===== src/rtl/l2_arbiter.sv =====
// Purpose : two-requester (instruction / data) arbiter onto one shared L2 bus.
//           Fair round-robin on ties; request/ack routing is combinational.
// Latency : grant 1 cycle after request when uncontested; 2 idle cycles between
//           L2 transactions (RECOVER + IDLE).
// Backpressure: a requester holds cyc/stb until its ack. The loser of a tie waits
//           for the winner's full transaction plus 2 cycles.
//
// Ports:
//   clk, rst_n                 clock, synchronous active-low reset
//   i_* / d_*                  instruction / data requester buses (cyc, stb, we, adr, sel, dat_m -> ack, dat_s)
//   l2_*                       shared L2 bus (cyc, stb, we, adr, sel, dat_m -> ack, dat_s)
//   contention_cnt             saturating count of cycles where both requesters contended
module l2_arbiter #(
    parameter int ADR_W = 12,
    parameter int DAT_W = 128
) (
    input  logic                 clk,
    input  logic                 rst_n,

    input  logic                 i_cyc,
    input  logic                 i_stb,
    input  logic                 i_we,
    input  logic [ADR_W-1:0]     i_adr,
    input  logic [DAT_W/8-1:0]   i_sel,
    input  logic [DAT_W-1:0]     i_dat_m,
    output logic                 i_ack,
    output logic [DAT_W-1:0]     i_dat_s,

    input  logic                 d_cyc,
    input  logic                 d_stb,
    input  logic                 d_we,
    input  logic [ADR_W-1:0]     d_adr,
    input  logic [DAT_W/8-1:0]   d_sel,
    input  logic [DAT_W-1:0]     d_dat_m,
    output logic                 d_ack,
    output logic [DAT_W-1:0]     d_dat_s,

    output logic                 l2_cyc,
    output logic                 l2_stb,
    output logic                 l2_we,
    output logic [ADR_W-1:0]     l2_adr,
    output logic [DAT_W/8-1:0]   l2_sel,
    output logic [DAT_W-1:0]     l2_dat_m,
    input  logic                 l2_ack,
    input  logic [DAT_W-1:0]     l2_dat_s,

    output logic [15:0]          contention_cnt
);

    typedef enum logic [1:0] {
        IDLE    = 2'd0,
        GRANT_I = 2'd1,
        GRANT_D = 2'd2,
        RECOVER = 2'd3
    } state_t;

    state_t      state_q, state_d;
    logic        last_d_q, last_d_d;     // 1: data port was granted most recently
    logic [15:0] cnt_q, cnt_d;

    logic        i_req, d_req;

    assign i_req = i_cyc & i_stb;
    assign d_req = d_cyc & d_stb;

    // Next-state, last-grant and contention counter.
    always_comb begin
        state_d  = state_q;
        last_d_d = last_d_q;
        cnt_d    = cnt_q;

        case (state_q)
            IDLE: begin
                if (i_req && d_req) begin
                    // Tie: favour whoever was not granted last.
                    if (last_d_q) begin
                        state_d  = GRANT_I;
                        last_d_d = 1'b0;
                    end else begin
                        state_d  = GRANT_D;
                        last_d_d = 1'b1;
                    end
                end else if (i_req) begin
                    state_d  = GRANT_I;
                    last_d_d = 1'b0;
                end else if (d_req) begin
                    state_d  = GRANT_D;
                    last_d_d = 1'b1;
                end
            end
            // Completion or abort both end the grant; the other port cannot steal it.
            GRANT_I: if (!i_req || l2_ack) state_d = RECOVER;
            GRANT_D: if (!d_req || l2_ack) state_d = RECOVER;
            RECOVER: state_d = IDLE;
            default: state_d = IDLE;
        endcase

        if (i_req && d_req && (state_q != RECOVER) && (cnt_q != 16'hFFFF))
            cnt_d = cnt_q + 16'd1;
    end

    always_ff @(posedge clk) begin
        if (!rst_n) begin
            state_q  <= IDLE;
            last_d_q <= 1'b0;
            cnt_q    <= '0;
        end else begin
            state_q  <= state_d;
            last_d_q <= last_d_d;
            cnt_q    <= cnt_d;
        end
    end

    // Combinational bus routing: the granted requester drives L2 directly,
    // so an abort drops l2_cyc/l2_stb in the same cycle.
    always_comb begin
        l2_cyc   = 1'b0;
        l2_stb   = 1'b0;
        l2_we    = 1'b0;
        l2_adr   = '0;
        l2_sel   = '0;
        l2_dat_m = '0;
        i_ack    = 1'b0;
        d_ack    = 1'b0;

        case (state_q)
            GRANT_I: begin
                l2_cyc   = i_cyc;
                l2_stb   = i_stb;
                l2_we    = i_we;
                l2_adr   = i_adr;
                l2_sel   = i_sel;
                l2_dat_m = i_dat_m;
                i_ack    = l2_ack;
            end
            GRANT_D: begin
                l2_cyc   = d_cyc;
                l2_stb   = d_stb;
                l2_we    = d_we;
                l2_adr   = d_adr;
                l2_sel   = d_sel;
                l2_dat_m = d_dat_m;
                d_ack    = l2_ack;
            end
            default: ; // IDLE / RECOVER: bus parked, stray l2_ack ignored
        endcase
    end

    // Read data is broadcast; only the ack qualifies it.
    assign i_dat_s        = l2_dat_s;
    assign d_dat_s        = l2_dat_s;
    assign contention_cnt = cnt_q;

endmodule


===== config.mk =====
export PLATFORM = sky130hd
export DESIGN_NAME = l2_arbiter
export DESIGN_NICKNAME = d
export VERILOG_FILES = /design/src/rtl/l2_arbiter.sv
export SDC_FILE = /design/constraint.sdc
export NUM_CORES = 1
export LEC_CHECK = 0
export ABC_CLOCK_PERIOD_IN_PS = 2760
export BUFFER_PORTS_ARGS = -buffer_cell sky130_fd_sc_hd__buf_2
export CORE_AREA = 4 4 337 339
export CTS_CLUSTER_SIZE = 10
export DETAILED_ROUTE_END_ITERATION = 10
export DIE_AREA = 0 0 341 343
export PLACE_DENSITY = 0.3
export RECOVER_POWER = 50
export SYNTH_ARGS = -nofsm -noshare
export SYNTH_HDL_FRONTEND = slang
export SYNTH_SLANG_ARGS = --single-unit

===== constraint.sdc =====
create_clock -name clk -period 2.76 [get_ports clk]
set_input_delay 0.552 -clock clk [delete_from_list [all_inputs] [get_ports clk]]
set_output_delay 0.552 -clock clk [all_outputs]
set_load 0.02 [all_outputs]

Word level (Yosys, flattened, before mapping)
Index checks and enable logic that the tools add are counted.
{"block": "classes", "add_sub_neg": 1, "eq_ne": 8, "n_mux": 19, "bitwise_logic": 2, "reduce_logical": 11}
{"cell": "128-bit case mux with 2 select lines", "count": 1}
{"cell": "16-bit case mux with 2 select lines", "count": 1}
{"cell": "12-bit case mux with 2 select lines", "count": 1}
{"cell": "16-bit by 1-bit adder with 16-bit output, second input constant", "count": 1}
{"cell": "16-bit != test, second input constant", "count": 1}
{"cell": "2-bit 2-to-1 mux", "count": 6}
{"cell": "2-bit case mux with 4 select lines", "count": 1}
{"cell": "1-bit 2-to-1 mux", "count": 6}
{"cell": "2-bit != test, second input constant", "count": 3}
{"cell": "1-bit case mux with 2 select lines", "count": 3}
{"cell": "2-bit equality test, second input constant", "count": 2}
{"cell": "4-bit != test, second input constant", "count": 1}
{"cell": "1-bit logical AND", "count": 3}
{"cell": "3-bit AND reduction", "count": 1}
{"cell": "3-bit nonzero test", "count": 1}
{"cell": "1-bit bitwise AND", "count": 2}
{"cell": "2-bit by 1-bit equality test with 1-bit output, second input constant", "count": 1}
{"cell": "1-bit zero test", "count": 2}
{"cell": "2-bit zero test", "count": 1}
{"cell": "1-bit logical OR", "count": 2}
{"cell": "2-bit AND reduction", "count": 1}
{"block": "word_totals", "register_bits": 19, "word_cells": 44}

Depth between registers and ports, before layout
{"block": "logic_depth", "ltp_word": 5, "depth_mapped": 7, "mapped_depth_nobuf": 6}

Worst setup path after synthesis
OpenSTA, ideal clock, no wires.
{"block": "synth_timing", "kind": "register -> output", "startpoint": "register state_q[1]", "endpoint": "output port l2_dat_m[111]", "t_arrival_ns": 1.759, "slack_ns": 0.449, "path_stages_with_launch": 8, "cell_sequence": "dfxtp_1 inv_1 ha_1 clkbuf_1 clkbuf_1 clkbuf_1 a22oi_1 nor2b_1"}
{"block": "synth_via", "elab_chain_cells": 2, "elab_cells_between_ends": 3}
{"element": "from (decl)", "line_no": "57", "source": "state_t state_q, state_d;"}
{"element": "from (signal assigned)", "line_no": "108", "source": "state_q <= state_d;"}
{"element": "2-bit equality test or 2-bit by 1-bit equality test with 1-bit output (tied branches)", "line_no": "126", "source": "case (state_q)"}
{"element": "128-bit case mux with 2 select lines *", "line_no": "126"}
{"element": "to (decl)", "line_no": "43", "source": "output logic [DAT_W-1:0] l2_dat_m,"}
Mark *: on every way between the ends. The rest lies on a longest branch, timed or not.

Final worst setup path
{"block": "layout_timing", "startpoint": "register state_q[0]", "endpoint": "output port l2_dat_m[103]"}
Same word-level chain as after synthesis.

==> results.md <==
* Dominant synthesized flop cell: dfxtp_1
* Post-synth cell types at 40
* FILL cells at 13200
* WL/cell at 22.0 um
* Max Cap Viol at 0
* Number of global-route vias before repair at around 6600
* Setup crit end kind: primary output
* Tot GR Track Use at 0.0856
* Placer Congestion at 0.767
* Hold_ws at between 500 and 600 ps
* Status: completed
* Synth area leaders: buf_4 (36%), a22oi_1 (22%), nor2b_1 (18%), dfxtp_1 (7.0%), clkbuf_1 (3.8%)
* Vias per cell at 2.66
* F_max at 375 MHz
* Hold crit path type: flip-flop to flip-flop
* Largest net degree at the start of global routing at 50
* DP HPWL at between 40000 and 50000 um
* Combinational Power Share at 0.903
* Top-Level Pins at about 880
* Clock skew at 1.76 ps
* Clock latency on the worst-skew pair at 260 ps
* Synth area leader: buf_4
* Switching fraction of total power at 0.586
* CTS root buf: clkbuf_16
* Synth Register Bits at 19
* Seq/Total Area, Yosys at 0.0703
* Setup TNS at 0 ps
* Slew headroom at 0.627
* H-tree depth reported by CTS at 1
* Share of layout cells above drive strength 1 at 0.554
* Clk pwr share at 0.048
* Worst-case clock buffer depth at 2
* Post-synth EDFFs at 0
* Required @ worst endpoint at 2210 ps
* Die width at 341 um
* Clock Pin Slew Worst Setup and Hold Paths at approximately 60 ps
* Pins Over Slew Limit at 0
* Cts hold-fix bufs at 0
* Die H at 343 um
* Worst vdd ir at about 0.28 mV
* Net Switching at 3.79 mW
* Overall power at 6.47 mW
* Crit path buf inv count at 3
* Mapped Area at 5410 um2
* Setup WS post-layout at 93.5 ps
* Pwr Density at about 790 nW/um2
* CTS tree: done
* RSZ-0062 raised after global routing: false
* Initial antenna violation count at 31
* Vias at roughly 6600
* Pre-CTS setup slack at 205 ps
* Pint at 2.68 mW
* Average cell area after synthesis at 7.12 um2
* Crit-path cells: inv_1 > ha_4 > buf_12 > a22oi_1 > nor2b_1 > buf_2
* Worst path slowest cell: dfxtp_1
* DRT Wirelength at 54400 um
* Die area at approximately 120000 um2
* Final Critical Period at 2670 ps
* Yosys Warn Count at 0
* Sequential share of power at 0.049
* CTS buffer count at 3
* Worst setup SP type: flip-flop
* Yosys top cell area share at 0.355
* Worst-path fanout max at 47
* Rows at 122
* DRC at 0
* Antenna-violating nets left at 0
* First-pass GRT wire length at 66900 um
* CP arrival at 2110 ps
* Initial Util at 0.0490
* Final nets at 1434
* 1st-pass router iterations at 4
* Worst path max stage delay at 440 ps
* Crit share post-route at 0.966
* Kind of critical path: flip-flop to primary output
* Core Box Area at 110000 um2
* Worst Tran Pin Value at 555 ps
* Setup violations, final at 0
* PortBufs at 497
* CTS sink cnt at 19
* Fraction of registers with async set/reset at 0
* Leakage at 3.25 nW
* CP delay by family, top: buffers and inverters
* Grt ovf at 0
* Drt initial violations at 384
* Area Growth Syn to Fin at 52.1%
* Post-Synthesis Cells at between 700 and 800
* Syn Nets at 1215
* Hold Vio Cnt, Final at 0
-- routing by layer --
layer  GRT usage  wire, um  vias to the layer above
li1            -         -                     2864
met1      0.0912     20000                     2955
met3      0.0476      7480                      108
met5    0.000817       131                        -
met4      0.0200      1350                       20
met2       0.148     25500                      645
-- cells in the mapped netlist (2+ instances only) --
| master | instances |
|---|---|
| o31ai_1 | 7 |
| clkbuf_1 | 55 |
| nand4_1 | 4 |
| buf_1 | 2 |
| or4_1 | 6 |
| a21oi_1 | 13 |
| o21ai_0 | 6 |
| o2111ai_1 | 2 |
| a31oi_1 | 2 |
| o21bai_1 | 2 |
| or3_1 | 3 |
| or2_2 | 2 |
| inv_1 | 6 |
| buf_4 | 256 |
| nand2_1 | 8 |
| and2_1 | 3 |
| ha_1 | 6 |
| a21o_1 | 2 |
| a22oi_1 | 159 |
| nor2_1 | 2 |
| nand3_1 | 12 |
| nor2b_1 | 159 |
| nor3_1 | 2 |
| nor4_1 | 2 |
| dfxtp_1 | 19 |
| o41ai_1 | 2 |
| and3_1 | 5 |
-- metrics by stage --
| stage | area [um2] | utilization | cells |
|---|---|---|---|
| after CTS | 8200 | 0.0743 | 2466 |
| final | 8230 | 0.0746 | 2475 |
| after detailed placement | 8100 | 0.0734 | 2461 |
| after floorplan | 5410 | - | 760 |
| after global routing | 8210 | 0.0744 | 2467 |
| after global placement | 8100 | 0.0734 | 2461 |
-- kinds of logic after synthesis --
kind of cell,synth area share
adder cells (fa/ha/maj),0.0139
AO/OA/AOI/OAI,0.269
AND/OR/NAND/NOR,0.247
flip-flops,0.0703
buffers and inverters,0.400
-- final cells by class --
cell class / count / area, um2 / area share
tap: 1488 / 1860 / 0.226
clock buffer: 4 / 78.8 / 0.00958
multi-input combinational: 421 / 2910 / 0.354
antenna: 9 / 22.5 / 0.00274
timing repair buffer: 528 / 2950 / 0.359
inverter: 6 / 22.5 / 0.00274
sequential: 19 / 380 / 0.0462
-- state kept, by name, indices dropped and copies added, names as in the netlist --
name / cells
contention_cnt: 16
state_q: 2
last_d_q: 1
-- tightest hold or removal path: cells and delay by family, from the launching register on --
family / cells / cell delay [ps]
AO/OA/AOI/OAI: 2 / 130
flip-flops: 1 / 340
-- path summary, 6_finish.rpt --
path / from / endpoint / slack (ps) / cells after the start
worst max-delay path: state_q[0] / l2_dat_m[103] / 90 / 6
worst min-delay path: contention_cnt[5] / contention_cnt[5] / 520 / 2
worst max register to register: contention_cnt[2] / contention_cnt[15] / 550 / 4
worst min register to register: contention_cnt[5] / contention_cnt[5] / 520 / 2
-- cell usage in the layout, fill, tap and decap left out, drive strengths merged --
master	count
or4b	2
and2	3
or4	7
a21oi	13
or2	2
a22oi	159
nand4b	1
o211ai	1
a31oi	2
inv	6
diode	9
a21o	2
o2111ai	2
nor4	2
nand2b	1
o311ai	1
nor3	2
nor2	2
clkbuf	4
nand2	8
nand3	12
o311a	1
and4	1
and3	5
nand4	5
o21ai	6
ha	6
or3	4
o21bai	2
nor2b	159
a311oi	1
o31ai	7
dfxtp	19
o41ai	2
buf	528
-- power by group through the flow --
stage,Combinational [mW],Clock [mW],Sequential [mW]
floorplan,3.60,0,0.310
global placement,6.10,0,0.321
detailed placement,6.06,0,0.321
CTS,6.10,0.323,0.315
global route,6.36,0.336,0.317
finish,5.84,0.312,0.315
-- timing repair --
item	in CTS	in global routing
resized for setup	3	2
setup endpoints to repair	3	3
pin swaps	1	0
setup buffers	1	0
endpoints found under the hold margin	0	0
Power figures use the tool's default switching activity.
